**config.mk**
```make
export PLATFORM = sky130hd
export DESIGN_NAME = pipelined_adder
export DESIGN_NICKNAME = d
export VERILOG_FILES = /design/src/rtl/pipelined_adder_pkg.sv /design/src/rtl/adder_chunk.sv /design/src/rtl/pipelined_adder.sv
export SDC_FILE = /design/constraint.sdc
export NUM_CORES = 1
export LEC_CHECK = 0
export ABC_AREA = 1
export CAP_MARGIN = 20
export CORE_MARGIN = 2
export CORE_UTILIZATION = 50
export CTS_BUF_LIST = sky130_fd_sc_hd__clkbuf_4 sky130_fd_sc_hd__clkbuf_8 sky130_fd_sc_hd__clkbuf_16
export DETAILED_ROUTE_END_ITERATION = 10
export PLACE_DENSITY = 0.73
export SLEW_MARGIN = 0
export SYNTH_ARGS = -nofsm -noshare
export SYNTH_HDL_FRONTEND = slang
export SYNTH_SLANG_ARGS = --single-unit
```
**constraint.sdc**
```tcl
create_clock -name clk -period 4.4 [get_ports clk]
set_clock_uncertainty 0.15 [all_clocks]
set_input_delay 0.44 -clock clk [delete_from_list [all_inputs] [get_ports clk]]
set_output_delay 0.44 -clock clk [all_outputs]
set_load 0.01 [all_outputs]
```
**src/rtl/pipelined_adder_pkg.sv**
```systemverilog
// Shared sizing helpers and operation encoding for pipelined_adder.
// Also defines PIPELINED_ADDER_CHECK(W, C), which stops elaboration when W is not a
// whole multiple of C or when the stage count falls outside 1..MAX_STAGES.
`ifndef PIPELINED_ADDER_PKG_SV
`define PIPELINED_ADDER_PKG_SV

`define PIPELINED_ADDER_CHECK(W, C) \
    if ((((W) % (C)) != 0) || (((W) / (C)) < 1) || (((W) / (C)) > MAX_STAGES)) begin : g_cfg_error \
        $error("pipelined_adder: WIDTH must be a multiple of CHUNK giving 1..16 stages"); \
    end

package pipelined_adder_pkg;

    localparam int unsigned MAX_STAGES = 16;

    typedef enum logic {
        OP_ADD = 1'b0,
        OP_SUB = 1'b1
    } op_e;

    function automatic int unsigned stages_of(input int unsigned width, input int unsigned chunk);
        return width / chunk;
    endfunction

endpackage

`endif

```
**src/rtl/adder_chunk.sv**
```systemverilog
// Combinational CHUNK-bit adder slice used once per pipeline stage.
// With PIPELINED_ADDER_OVF_EN defined it also exposes the carry into its top bit.
module adder_chunk
#(
    parameter int unsigned CHUNK = 8
) (
    input  logic [CHUNK-1:0] a,
    input  logic [CHUNK-1:0] b,
    input  logic             ci,
    output logic [CHUNK-1:0] s,
    output logic             co
`ifdef PIPELINED_ADDER_OVF_EN
    ,
    output logic             c_msb
`endif
);

    logic [CHUNK:0] total;

    // Widened add so the chunk carry-out lands in the extra bit
    always_comb begin
        total = {1'b0, a} + {1'b0, b} + {{CHUNK{1'b0}}, ci};
        s     = total[CHUNK-1:0];
        co    = total[CHUNK];
    end

`ifdef PIPELINED_ADDER_OVF_EN
    // Carry into the top bit, recovered from that bit's operands and sum
    always_comb begin
        c_msb = a[CHUNK-1] ^ b[CHUNK-1] ^ total[CHUNK-1];
    end
`endif

endmodule

```
**src/rtl/pipelined_adder.sv**
```systemverilog
// Pipelined ripple-carry adder/subtractor, one CHUNK-bit slice per stage, with an
// elastic valid/ready pipeline (no skid buffer, in_ready combinational from out_ready).
// Optional feature: define PIPELINED_ADDER_OVF_EN to add the signed-overflow port ovf.
module pipelined_adder
    import pipelined_adder_pkg::*;
#(
    parameter int unsigned WIDTH = 32,
    parameter int unsigned CHUNK = 8
) (
    input  logic             clk,
    input  logic             rst_n,
    input  logic             in_valid,
    output logic             in_ready,
    input  logic [WIDTH-1:0] a,
    input  logic [WIDTH-1:0] b,
    input  logic             c_in,
    input  logic             sub,
    output logic             out_valid,
    input  logic             out_ready,
    output logic [WIDTH-1:0] s,
    output logic             c_out
`ifdef PIPELINED_ADDER_OVF_EN
    ,
    output logic             ovf
`endif
);

    localparam int unsigned STAGES = stages_of(WIDTH, CHUNK);

    `PIPELINED_ADDER_CHECK(WIDTH, CHUNK)

    op_e              op;
    logic [WIDTH-1:0] b_eff;
    logic             cin_eff;

    logic [STAGES-1:0] vld;
    logic [STAGES-1:0] vld_in;
    logic [STAGES-1:0] adv;
    logic              all_full;
    logic [STAGES-1:0] cy_q;

    // Operands shift down one chunk per stage so the live chunk always sits at the
    // bottom; results enter at the top and shift down, ending aligned at the output.
    logic [WIDTH-1:0] opa_q  [STAGES];
    logic [WIDTH-1:0] opb_q  [STAGES];
    logic [WIDTH-1:0] res_q  [STAGES];
    logic [WIDTH-1:0] opa_in [STAGES];
    logic [WIDTH-1:0] opb_in [STAGES];
    logic [WIDTH-1:0] res_in [STAGES];

    logic [CHUNK-1:0]  ch_a [STAGES];
    logic [CHUNK-1:0]  ch_b [STAGES];
    logic [CHUNK-1:0]  ch_s [STAGES];
    logic [STAGES-1:0] ch_ci;
    logic [STAGES-1:0] ch_co;
`ifdef PIPELINED_ADDER_OVF_EN
    logic [STAGES-1:0] ch_msb;
    logic              ovf_q;
`endif

    // Subtraction as A + ~B + ~c_in
    always_comb begin
        op      = op_e'(sub);
        b_eff   = (op == OP_SUB) ? ~b : b;
        cin_eff = (op == OP_SUB) ? ~c_in : c_in;
    end

    // Stage k advances when any stage from k to the end is empty, or the output drains
    always_comb begin
        all_full = 1'b1;
        adv      = '0;
        for (int unsigned i = 0; i < STAGES; i++) begin
            all_full               = all_full & vld[STAGES-1-i];
            adv[STAGES-1-i]        = out_ready | ~all_full;
        end
    end

    // Chunk adder inputs: stage 0 from the ports, later stages from the skew registers
    always_comb begin
        ch_a[0]  = a[CHUNK-1:0];
        ch_b[0]  = b_eff[CHUNK-1:0];
        ch_ci[0] = cin_eff;
        for (int unsigned k = 1; k < STAGES; k++) begin
            ch_a[k]  = opa_q[k-1][CHUNK-1:0];
            ch_b[k]  = opb_q[k-1][CHUNK-1:0];
            ch_ci[k] = cy_q[k-1];
        end
    end

    for (genvar k = 0; k < STAGES; k++) begin : g_chunk
        adder_chunk #(
            .CHUNK(CHUNK)
        ) u_chunk (
            .a    (ch_a[k]),
            .b    (ch_b[k]),
            .ci   (ch_ci[k]),
            .s    (ch_s[k]),
            .co   (ch_co[k])
`ifdef PIPELINED_ADDER_OVF_EN
            ,
            .c_msb(ch_msb[k])
`endif
        );
    end

    // Next-state values for the valid chain and the skew/de-skew registers
    always_comb begin
        vld_in[0]                   = in_valid;
        opa_in[0]                   = a >> CHUNK;
        opb_in[0]                   = b_eff >> CHUNK;
        res_in[0]                   = '0;
        res_in[0][WIDTH-1 -: CHUNK] = ch_s[0];
        for (int unsigned k = 1; k < STAGES; k++) begin
            vld_in[k]                   = vld[k-1];
            opa_in[k]                   = opa_q[k-1] >> CHUNK;
            opb_in[k]                   = opb_q[k-1] >> CHUNK;
            res_in[k]                   = res_q[k-1] >> CHUNK;
            res_in[k][WIDTH-1 -: CHUNK] = ch_s[k];
        end
    end

    // Each stage loads from its predecessor whenever it advances, otherwise holds
    always_ff @(posedge clk or negedge rst_n) begin
        if (!rst_n) begin
            vld  <= '0;
            cy_q <= '0;
            for (int unsigned k = 0; k < STAGES; k++) begin
                opa_q[k] <= '0;
                opb_q[k] <= '0;
                res_q[k] <= '0;
            end
        end else begin
            for (int unsigned k = 0; k < STAGES; k++) begin
                if (adv[k]) begin
                    vld[k]   <= vld_in[k];
                    cy_q[k]  <= ch_co[k];
                    opa_q[k] <= opa_in[k];
                    opb_q[k] <= opb_in[k];
                    res_q[k] <= res_in[k];
                end
            end
        end
    end

`ifdef PIPELINED_ADDER_OVF_EN
    // Overflow is captured alongside the final chunk so it stays aligned with s
    always_ff @(posedge clk or negedge rst_n) begin
        if (!rst_n) begin
            ovf_q <= 1'b0;
        end else if (adv[STAGES-1]) begin
            ovf_q <= ch_msb[STAGES-1] ^ ch_co[STAGES-1];
        end
    end

    // Overflow output
    always_comb begin
        ovf = ovf_q;
    end
`endif

    // Handshake and result outputs
    always_comb begin
        in_ready  = adv[0];
        out_valid = vld[STAGES-1];
        s         = res_q[STAGES-1];
        c_out     = cy_q[STAGES-1];
    end

endmodule
```
Yosys cells after proc, flatten, opt, wreduce, memory -nomap -nowiden --
Cells that the tools add are included.
Cells by class: add/subtract/negate cells 8, multiplexer cells 2, bitwise logic cells 13
Operators by type and width (number):
- 8-bit by 8-bit adder with 9-bit output | 4
- 9-bit by 1-bit adder with 9-bit output | 4
- 32-bit 2-to-1 mux | 1
- 32-bit NOT | 1
- 1-bit NOT | 5
- 1-bit OR | 4
- 1-bit bitwise AND | 3
- 1-bit 2-to-1 mux | 1
Word-level totals: bits in registers 184, logic and storage cells 41

Longest topological paths before layout --
Gate-level depths: netlist of run 1.
depth in word-level cells 5, mapped depth 12, gate-level depth less buffers 10

Cells and area by module --
Synthesis of run 1 repeated with hierarchy kept, for this count alone.
Unflattened totals: cells, all modules 1050, area, all modules 8991.1 um2
By module, submodules not included:
- pipelined_adder | times used 1, cells each 814, area each 7455.9 um2, seq. area each 4604.4 um2
- adder_chunk (g_chunk[1].u_chunk ...) | times used 3, cells each 59, area each 384.1 um2, seq. area each 0.0 um2
- adder_chunk (g_chunk[0].u_chunk) | times used 1, cells each 59, area each 382.9 um2, seq. area each 0.0 um2

Worst setup path before layout of run 1 --
OpenSTA, ideal clock, no wires.
path kind input-to-reg, start input port sub, end register res_q, in the netlist res_in[84], library setup time 0.065 ns, arrival time 2.315 ns, data required time 4.185 ns, path slack 1.870 ns, stages on the path 10, cell sequence clkbuf_1 buf_2 xor2_1 fa_1 inv_1 fa_1 o21ai_0 xor2_1 nand2_1 nand2_1
On the way: word-level cells in the longest chain between the ends 3, elaborated cells between the ends (all ways) 4
RTL lines:
- start, declared | line pipelined_adder.sv:17 | input logic sub,
- 32-bit 2-to-1 mux | line pipelined_adder.sv:64 | b_eff = (op == OP_SUB) ? ~b : b;
- 8-bit by 8-bit adder with 9-bit output | line adder_chunk.sv:22 | total = {1'b0, a} + {1'b0, b} + {{CHUNK{1'b0}}, ci};
- 9-bit by 1-bit adder with 9-bit output * | line adder_chunk.sv:22
- end signal, assigned by index | line pipelined_adder.sv:139 | res_q[k] <= res_in[k];
- end, declared | line pipelined_adder.sv:46 | logic [WIDTH-1:0] res_q [STAGES];
Every way passes the cells marked *; elsewhere a longest branch is shown, timed or not. A chain may end at the register's enable or synchronous reset.

Final worst setup path of run 1 --
start input port out_ready, end output port in_ready
On the way: word-level cells in the longest chain between the ends 1
RTL lines:
- start, declared | line pipelined_adder.sv:19 | input logic out_ready,
- 1-bit OR | line pipelined_adder.sv:74 | adv[STAGES-1-i] = out_ready | ~all_full;
- end, declared | line pipelined_adder.sv:13 | output logic in_ready,
No other way between the ends.

==> metrics.md, run 1 <==
| Metric | Value |
|---|---|
| DP Area | `9660 um^2` |
| CTS tree | `done` |
| Synth Cell Area | `8480 um^2` |
| Yosys warns | `0` |
| Most frequent cells in the layout | `nand2_1, dfrtp_1, clkdlybuf4s50_1` |
| Hold Path Class | `input pin to asynchronous set/reset pin` |
| Final core occ | `61.9%` |
| H-tree levels | `4` |
| Placer congestion estimate | `0.815` |
| Leakage power | `5.18 nW` |
| Die width | `134 um` |
| Minimum clock period | `2990 ps` |
| Syn Inst Count | `983` |
| Post-CTS Setup Bufs | `0` |
| Maximum clock rate | `335 MHz` |
| Area of the multi-input gates | `3410 um^2` |
| Critical-path top delay cell | `clkdlybuf4s50_1` |
| First-pass GRT wire length | `28,300 um` |
| Antenna cells | `0` |
| Fill count | `1,455` |
| Fin crit share | `67.9%` |
| Final ANT Viol Nets | `0` |
| CTS Hold Buffers Added | `0` |
| Drt initial violations | `357` |
| Setup TNS | `0 ps` |
| Commonest non-fill, non-tap cell in the layout | `nand2_1` |
| Largest net degree at the start of global routing | `108` |
| Clock transition at the registers of the reported paths | `70 ps` |
| Pre-antenna DRT Iters | `5` |
| Final worst slack | `1410 ps` |
| Crit-path cells | `clkdlybuf4s50_1 > nor2_4 > nand2_2 > buf_4 > nor2_4 > nand2_4 > clkdlybuf4s50_1` |
| Clk sinks | `184` |
| CTS buffer count | `17` |
| Vias per cell | `4.74` |
| Routed Wire Length | `16,300 um` |
| Port Buffers | `104` |
| Final setup violation count | `0` |
| Initial core utilization | `51.1%` |
| Layout Nets | `1,180` |
| Slew @ Worst Pin | `1010 ps` |
| Max Buffers Root-to-Sink | `2` |
| Register area | `4600 um^2` |
| Synthesized flop and latch total | `184` |
| Avg Cell Area, Syn | `8.62 um^2` |
| PwrDens | `536 nW/um^2` |
| RSZ-0062 raised after global routing | `no` |
| Post-synth cell types | `29` |
| Hold Fails Final Rpt | `9` |
| # IOs | `105` |
| Core box area | `16,600 um^2` |
| Area grow syn2layout | `21.1%` |
| DRC violation count after routing | `0` |
| Fin area | `10,300 um^2` |
| Max-Cap Viols | `0` |
| Fin cells | `1,307` |
| Initial antenna violation count | `0` |
| Slowest stage delay, CP | `630 ps` |
| FP Rows | `47` |
| Sequential share of the synthesized area | `54.3%` |
| Die area | `18,000 um^2` |
| Failing checks | `negative hold slack` |
| Place WS | `1080 ps` |
| Hold Slack | `-32.0 ps` |
| Vias | `6,191` |
| Flop2flop setup slack | `1600 ps` |
| Worst skew pair latency | `420 ps` |
| Net count after synthesis | `1,089` |
| CP Data Arrival Time | `2400 ps` |
| Gr ovfl total | `0` |
| GRT Total Usage | `19.5%` |
| CP Max Fanout | `46` |
| Status | `finished, violations left` |
| Placed insts | `1,275` |
| Worst setup SP type | `input pin` |
| DR WL/cell | `12.4 um` |
| Post-CTS sizing | `0` |
| Dpl hpwl | `11,300 um` |
| Crit path kind | `input pin to primary output` |
| Worst path required time | `3810 ps` |
| Clk root buf | `clkbuf_16` |
| Layout cells sized above 1 | `4.97%` |
| Die height | `134 um` |
| Number of global-route vias before repair | `5,882` |
| Worst setup EP type | `primary output` |
| Slew HR | `32.9%` |
| Peak supply drop | `330 uV` |
| Slew Limit Fails | `0` |
final timing paths:
check / from / end / depth (start not counted)
max: out_ready / in_ready / 7
min: rst_n / ch_a[18]$_DFFE_PN0P_ / 1
max reg2reg: vld[3]$_DFFE_PN0P_ / ch_b[17]$_DFFE_PN0P_ / 10
min reg2reg: opb_in[64]$_DFFE_PN0P_ / ch_b[8]$_DFFE_PN0P_ / 2
max in group asynchronous: rst_n / res_in[47]$_DFFE_PN0P_ / 2
min in group clk: opb_in[64]$_DFFE_PN0P_ / ch_b[8]$_DFFE_PN0P_ / 2
layer usage:
| layer | share of wire [%] | wire [um] | vias to the layer above | track usage [%] |
|---|---|---|---|---|
| li1 | - | - | 3236 | - |
| met1 | 54 | 8760 | 2833 | 30.4 |
| met2 | 41 | 6720 | 107 | 27.7 |
| met3 | 3.4 | 560 | 15 | 3.48 |
| met4 | 1.4 | 221 | 0 | 5.96 |
| met5 | 0 | 0 | - | 0 |
flip-flops by register name, indices dropped and copies added (netlist names):
signal  flops
opa_in     24
res_in     48
ch_b       24
s          32
opb_in     24
vld         4
ch_a       24
cy_q        4
layout make-up:
class,instances,share of cell area [%]
clock inverter,12,1.34
clock buffer,20,4.54
tap,220,2.68
timing repair buffer,111,10.7
multi-input combinational,687,33.2
sequential,184,44.8
inverter,73,2.68
synthesized netlist by cell type (all sizes together):
master	count	area, um^2
a211oi	1	7.51
a21oi	17	85.1
a31oi	1	6.26
buf	21	123
clkbuf	18	67.6
clkinv	2	8.75
dfrtp	184	4600
fa	8	160
ha	28	350
inv	71	267
nand2	445	1680
nand3	30	150
nand3b	7	52.6
nand4	1	6.26
nor2	18	82.6
o21a	1	7.51
o21ai	80	400
o21bai	2	15.0
or2	7	43.8
xnor2	27	236
xor2	14	123
per-stage QoR:
stage | total power, W | hold slack, ps
6_report | 0.00551 | -32.0
5_1_grt | 0.00589 | 54.1
2_1_floorplan | 0.00336 | -5.59
4_1_cts | 0.00555 | 6.32
3_3_place_gp | 0.00395 | 302
3_5_place_dp | 0.00400 | 307
where the power goes:
| part | switching, W | total [W] | internal (W) |
|---|---|---|---|
| combinational | 0.000834 | 0.00155 | 0.000718 |
| sequential | 0.000261 | 0.00242 | 0.00215 |
| clock | 0.000649 | 0.00154 | 0.000892 |
cell families (layout without fill, tap and decap cells):
logic type      Yosys count  in the layout  synth area share (%)
compound gates          102            102                  6.15
xor+xnor                 41             41                  4.24
fa+ha+maj                36             36                  6.02
buf+inv                 112            216                  5.49
flops                   184            184                  54.3
simple gates            508            508                  23.8
critical path, delay by kind of cell:
| family | cells | cell delay, ps |
|---|---|---|
| AND/OR/NAND/NOR | 4 | 550 |
| buffers and inverters | 3 | 1400 |
No activity file was read; power rests on OpenSTA's default activity.
==> run 2, diff against run 1 <==
clock period = 3.1 ns   (was 4.4 ns; I/O delays follow)
==> run 2 against run 1 <==
  * The run now ends clean
  * Final cell count rose by 0.38%
  * Via count up 2.0%
  * Combinational power increased by 44%
  * Worst setup slack worse by 560 ps
  * Critical path depth fell by 1
  * Cell area is 0.45% higher
  * Worst hold slack better by 280 ps
  * Non-clock buffer count up 8
  * Clock-buffer cell count up 2
  * Power up 41%
  * Global-route usage is 0.55 points higher
==> metrics.md, run 2 (same netlist as run 1, synthesis figures left out) <==
| Metric | Value |
|---|---|
| H-tree levels | `4 (unchanged)` |
| Crit path kind | `flip-flop to primary output` |
| Final ANT Viol Nets | `0 (unchanged)` |
| Critical register-to-register path startpoint | `ch_a[8]$_DFFE_PN0P_` |
| Placer congestion estimate | `0.825 (+1.2%)` |
| Worst skew pair latency | `420 ps (about the same)` |
| Worst setup EP type | `primary output` |
| Drt initial violations | `352 (-1.4%)` |
| DR WL/cell | `12.6 um (+1.1%)` |
| Final setup violation count | `0 (unchanged)` |
| Gr ovfl total | `0 (unchanged)` |
| Minimum clock period | `2250 ps` |
| Clk sinks | `184 (unchanged)` |
| Fin crit share | `72.5%` |
| Area grow syn2layout | `21.7%` |
| Max Buffers Root-to-Sink | `2 (unchanged)` |
| GRT Total Usage | `20.0% (+0.55 points)` |
| Worst setup SP type | `flip-flop` |
| Max-Cap Viols | `0 (unchanged)` |
| CP Max Fanout | `13 (-72%)` |
| Max reg flops | `48 (unchanged)` |
| Port Buffers | `104 (unchanged)` |
| Overall power | `0.00777 W (+41%)` |
| Die width | `134 um (unchanged)` |
| CTS buffer count | `17 (unchanged)` |
| Maximum clock rate | `445 MHz` |
| Die area | `18,000 um^2 (unchanged)` |
| CTS tree | `done` |
| Clk root buf | `clkbuf_16` |
| Slew HR | `38.4% (+5.5 points)` |
| Antenna cells | `0 (unchanged)` |
| Critical Path Start | `vld[3]$_DFFE_PN0P_` |
| Routed Wire Length | `16,500 um (+1.5%)` |
| Status | `completed` |
| Core box area | `16,600 um^2 (unchanged)` |
| RSZ-0062 raised after global routing | `no` |
| # IOs | `105 (unchanged)` |
| Layout Nets | `1,188 (+0.68%)` |
| Initial core utilization | `51.1% (unchanged)` |
| Most frequent cells in the layout | `nand2_1, dfrtp_1, clkdlybuf4s50_1` |
| DRC violation count after routing | `0 (unchanged)` |
| Hold Fails Final Rpt | `0 (-9)` |
| Setup TNS | `0 ps (unchanged)` |
| Dpl hpwl | `11,800 um (+4.3%)` |
| Die height | `134 um (unchanged)` |
| Worst path required time | `2640 ps (-1170 ps)` |
| Pre-antenna DRT Iters | `5 (unchanged)` |
| Number of global-route vias before repair | `5,916 (+0.58%)` |
| Layout cells sized above 1 | `5.31% (+0.34 points)` |
| Slew Limit Fails | `0 (unchanged)` |
| Vias | `6,314 (+2.0%)` |
| CP Data Arrival Time | `1790 ps (-610 ps)` |
| Hold Startpoint | `sub` |
| Commonest non-fill, non-tap cell in the layout | `nand2_1` |
| Largest net degree at the start of global routing | `74 (-31%)` |
| Peak supply drop | `448 uV (+36%)` |
| Slew @ Worst Pin | `923 ps (-81.9 ps)` |
| PwrDens | `753 nW/um^2 (+40%)` |
| Hold Path Class | `input pin to flip-flop` |
| Vias per cell | `4.81 (+1.6%)` |
| Leakage power | `5.20 nW (+0.43%)` |
| First-pass GRT wire length | `29,100 um (+2.8%)` |
| Clock transition at the registers of the reported paths | `60 ps (about the same)` |
| FP Rows | `47 (unchanged)` |
| Initial antenna violation count | `0 (unchanged)` |
run 2: cell count changes in the layout (fill, tap and decap cells not counted):
cell / previous run / this run
buf_12: 1 / 2
buf_4: 6 / 12
clkbuf_4: 0 / 2
clkinv_2: 4 / 3
clkinv_4: 1 / 0
clkinvlp_4: 1 / 2
dlygate4sd3_1: 0 / 1
inv_6: 4 / 1
inv_8: 1 / 0
run 2: final timing paths:
check / endpoint / slack [ps] / depth (start not counted)
worst max-delay path: in_ready / 850 / 6
worst min-delay path: ch_b[17]$_DFFE_PN0P_ / 250 / 3
worst max register to register: res_in[22]$_DFFE_PN0P_ / 990 / 9
worst min register to register: s[3]$_DFFE_PN0P_ / 310 / 2
max in group asynchronous: opa_in[34]$_DFFE_PN0P_ / 1580 / 3
min in group asynchronous: res_in[82]$_DFFE_PN0P_ / 340 / 2
run 2: worst max-delay path: stages (launching register included):
cell             delay [ps]
dfrtp_1                 370
inv_1                    90
nor2_4                   40
nand2_2                 110
nor2_4                   50
nand2_4                 130
clkdlybuf4s50_1         560
run 2: stage by stage:
stage               instance area, um^2  cells  hold slack, ps  util (%)  setup WS, ps
floorplan                          8480    983            -136         -           700
global placement                   9730   1282             219      58.7           662
detailed placement                 9730   1282             218      58.7           591
CTS                               10300   1312             240      62.2           836
global route                      10300   1312             263      62.2           755
finish                            10300   1312             250      62.2           854
run 2: power by group:
| part | leakage (nW) | internal (W) | switching [W] | total [W] |
|---|---|---|---|---|
| logic | 2.72 | 0.00103 | 0.00120 | 0.00223 |
| registers | 2.20 | 0.00306 | 0.000365 | 0.00342 |
| clock network | 0.281 | 0.00126 | 0.000859 | 0.00211 |
run 2: timing repair:
action / in CTS / in global routing
hold buffers: 1 / 0
gates resized for setup: 0 / 0
hold endpoints to repair: 70 / 0
setup buffers: 0 / 0
run 2: per-layer routing:
metal	GRT usage (%)	routed length [um]	share of wire (%)
met1	31.0	8580	52
met2	28.6	6990	42
met3	3.29	644	3.9
met4	6.96	280	1.7
met5	0	0	0
run 2: area by class of cell:
cell class / instances / area [um^2]
clock buffers: 22 / 482
clock inverters: 7 / 93.8
fillers: 1434 / 6270
well taps: 220 / 275
flip-flops and latches: 184 / 4600
multi-input cells: 687 / 3410
inverters: 73 / 275
repair buffers: 119 / 1180
==> run 3, diff against run 2 <==
clock period = 2.2 ns   (was 3.1 ns; I/O delays follow)
==> run 3 against run 2 <==
  * Final cell count increased by 0.99%
  * Highest routed layer unchanged
  * Sequential cell count unchanged
  * Non-clock buffer count increased by 10
  * Largest cell class unchanged
  * Largest power group unchanged
==> metrics.md, run 3 (same netlist as run 1, synthesis figures left out) <==
| Metric | Value |
|---|---|
| Setup TNS | `0 ps (unchanged)` |
| RSZ-0062 raised after global routing | `no` |
| Routed Wire Length | `16,500 um (+0.27%)` |
| Most Crowded Layer GR | `met1` |
| # IOs | `105 (unchanged)` |
| Die height | `134 um (unchanged)` |
| Number of global-route vias before repair | `5,833 (-1.4%)` |
| Worst setup SP type | `flip-flop` |
| Area grow syn2layout | `23.3%` |
| Largest net degree at the start of global routing | `51 (-31%)` |
| CP dominant cell by count | `nand2_1` |
| Minimum clock period | `2080 ps` |
| Hold Path Class | `input pin to asynchronous set/reset pin` |
| Max reg flops | `48 (unchanged)` |
| Worst setup EP type | `flip-flop` |
| Worst path required time | `2420 ps (-220 ps)` |
| Crit path buffers/inverters | `0 (-2)` |
| Status | `completed` |
| Clk sinks | `184 (unchanged)` |
| Die width | `134 um (unchanged)` |
| DR WL/cell | `12.5 um (-0.72%)` |
| Hold Slack | `162 ps (-88.6 ps)` |
| CTS tree | `done` |
| Slew HR | `67.5% (+29 points)` |
| Clk root buf | `clkbuf_16` |
| Fin cells | `1,325 (+0.99%)` |
| Slew @ Worst Pin | `487 ps (-436 ps)` |
| M2 GR Usage | `27.9% (-0.65 points)` |
| Hold Fails Final Rpt | `0 (unchanged)` |
| Placed insts | `1,292 (+0.78%)` |
| Met1 Use GR | `30.5% (-0.43 points)` |
| CP Max Fanout | `2 (-11)` |
| Drt initial violations | `459 (+30%)` |
| Initial core utilization | `51.1% (unchanged)` |
| Maximum clock rate | `482 MHz` |
| Critical-path top delay cell | `fa_1` |
| Dpl hpwl | `11,700 um (-1.0%)` |
| Met3 usage | `3.36% (+0.076 points)` |
| Core box area | `16,600 um^2 (unchanged)` |
| DP Area | `9840 um^2 (+1.2%)` |
| Flop2flop setup slack | `120 ps (-870 ps)` |
| Crit-path cells | `fa_1 > fa_1 > nand2_1 > nand2_1 > nand3b_1 > nand2_1 > nand2_1 > nand3_1 > nand2_1` |
| Max-Cap Viols | `0 (unchanged)` |
| Post-CTS Setup Bufs | `0 (unchanged)` |
| Commonest non-fill, non-tap cell in the layout | `nand2_1` |
| Max Buffers Root-to-Sink | `2 (unchanged)` |
| Die area | `18,000 um^2 (unchanged)` |
| Most frequent cells in the layout | `nand2_1, dfrtp_1, clkdlybuf4s50_1` |
| Leakage power | `5.29 nW (+1.7%)` |
| Placer congestion estimate | `0.861 (+4.3%)` |
| Fin crit share | `94.4%` |
| Antenna cells | `0 (unchanged)` |
| Pre-antenna DRT Iters | `5 (unchanged)` |
| Slew Limit Fails | `0 (unchanged)` |
| First-pass GRT wire length | `28,300 um (-2.7%)` |
| DRC violation count after routing | `0 (unchanged)` |
| Layout cells sized above 1 | `6.43% (+1.1 points)` |
| Vias per cell | `4.72 (-1.9%)` |
| Worst skew pair latency | `430 ps (about the same)` |
| Place WS | `-131 ps (-722 ps)` |
| PwrDens | `1060 nW/um^2 (+40%)` |
| Initial antenna violation count | `0 (unchanged)` |
| CP Data Arrival Time | `2290 ps (+500 ps)` |
| Final setup violation count | `0 (unchanged)` |
| Top delay family on crit path | `adder cells` |
| Fin area | `10,500 um^2 (+1.3%)` |
| Crit path kind | `flip-flop to flip-flop` |
| Layout Nets | `1,198 (+0.84%)` |
| Gr ovfl total | `0 (unchanged)` |
| Final worst slack | `124 ps (-730 ps)` |
| Slowest stage delay, CP | `470 ps (-90 ps)` |
| FP Rows | `47 (unchanged)` |
| Final ANT Viol Nets | `0 (unchanged)` |
| CTS buffer count | `17 (unchanged)` |
| Clock transition at the registers of the reported paths | `60 ps (about the same)` |
| Vias | `6,254 (-0.95%)` |
| Peak supply drop | `685 uV (+53%)` |
| Port Buffers | `104 (unchanged)` |
| H-tree levels | `4 (unchanged)` |
| GRT Total Usage | `19.7% (-0.36 points)` |
==> run 3: changes by cell type in the layout (fill, tap and decap cells not counted) <==
| cell | previous run | this run |
|---|---|---|
| buf_4 | 12 | 19 |
| buf_12 | 2 | 5 |
| clkbuf_4 | 2 | 5 |
| clkinv_4 | 0 | 2 |
| clkinvlp_4 | 2 | 0 |
| clkdlybuf4s50_1 | 102 | 101 |
| clkinv_2 | 3 | 4 |
| dlymetal6s2s_1 | 0 | 1 |
| inv_6 | 1 | 0 |
| o21ai_0 | 40 | 39 |
| o21ai_1 | 40 | 41 |
==> run 3: final cells by class <==
| class | count | area [um^2] |
|---|---|---|
| Fill cell | 1410 | 6130 |
| Sequential cell | 184 | 4600 |
| Multi-Input combinational cell | 687 | 3410 |
| Timing Repair Buffer | 129 | 1290 |
| Clock buffer | 25 | 504 |
| Inverter | 73 | 275 |
| Tap cell | 220 | 275 |
| Clock inverter | 7 | 92.6 |
==> run 3: worst paths after layout <==
| path | to | startpoint | depth (start not counted) |
|---|---|---|---|
| setup / recovery | s[30]$_DFFE_PN0P_ | ch_a[0]$_DFFE_PN0P_ | 9 |
| hold / removal | ch_b[16]$_DFFE_PN0P_ | rst_n | 2 |
| setup reg to reg | s[30]$_DFFE_PN0P_ | ch_a[0]$_DFFE_PN0P_ | 9 |
| hold reg to reg | ch_b[10]$_DFFE_PN0P_ | opb_in[66]$_DFFE_PN0P_ | 2 |
| max in group asynchronous | opb_in[37]$_DFFE_PN0P_ | rst_n | 3 |
| min in group clk | opa_in[65]$_DFFE_PN0P_ | a[17] | 3 |
==> run 3: stage by stage <==
step	power [W]	utilization, %
2_1_floorplan	0.00673	-
3_3_place_gp	0.00793	59.3
3_5_place_dp	0.00803	59.3
4_1_cts	0.0111	63.0
5_1_grt	0.0118	63.0
6_report	0.0110	63.0
==> run 3: per-layer routing <==
layer  share of wire, %  vias up
li1                   -     3276
met1                 52     2840
met2                 43      118
met3                3.3       20
met4                1.5        0
met5                  0        -
==> run 3: report_power, final <==
part           total (W)  internal, W  switching, W
logic            0.00317      0.00148       0.00169
registers        0.00482      0.00431      0.000509
clock network    0.00303      0.00182       0.00121
total             0.0110      0.00761       0.00341
==> run 3: repair_timing <==
item | 4_1_cts | 5_1_grt
gates resized for setup | 0 | 1
hold buffers | 1 | 0
endpoints found under the hold margin | 147 | 0
endpoints found under the setup margin | 0 | 1
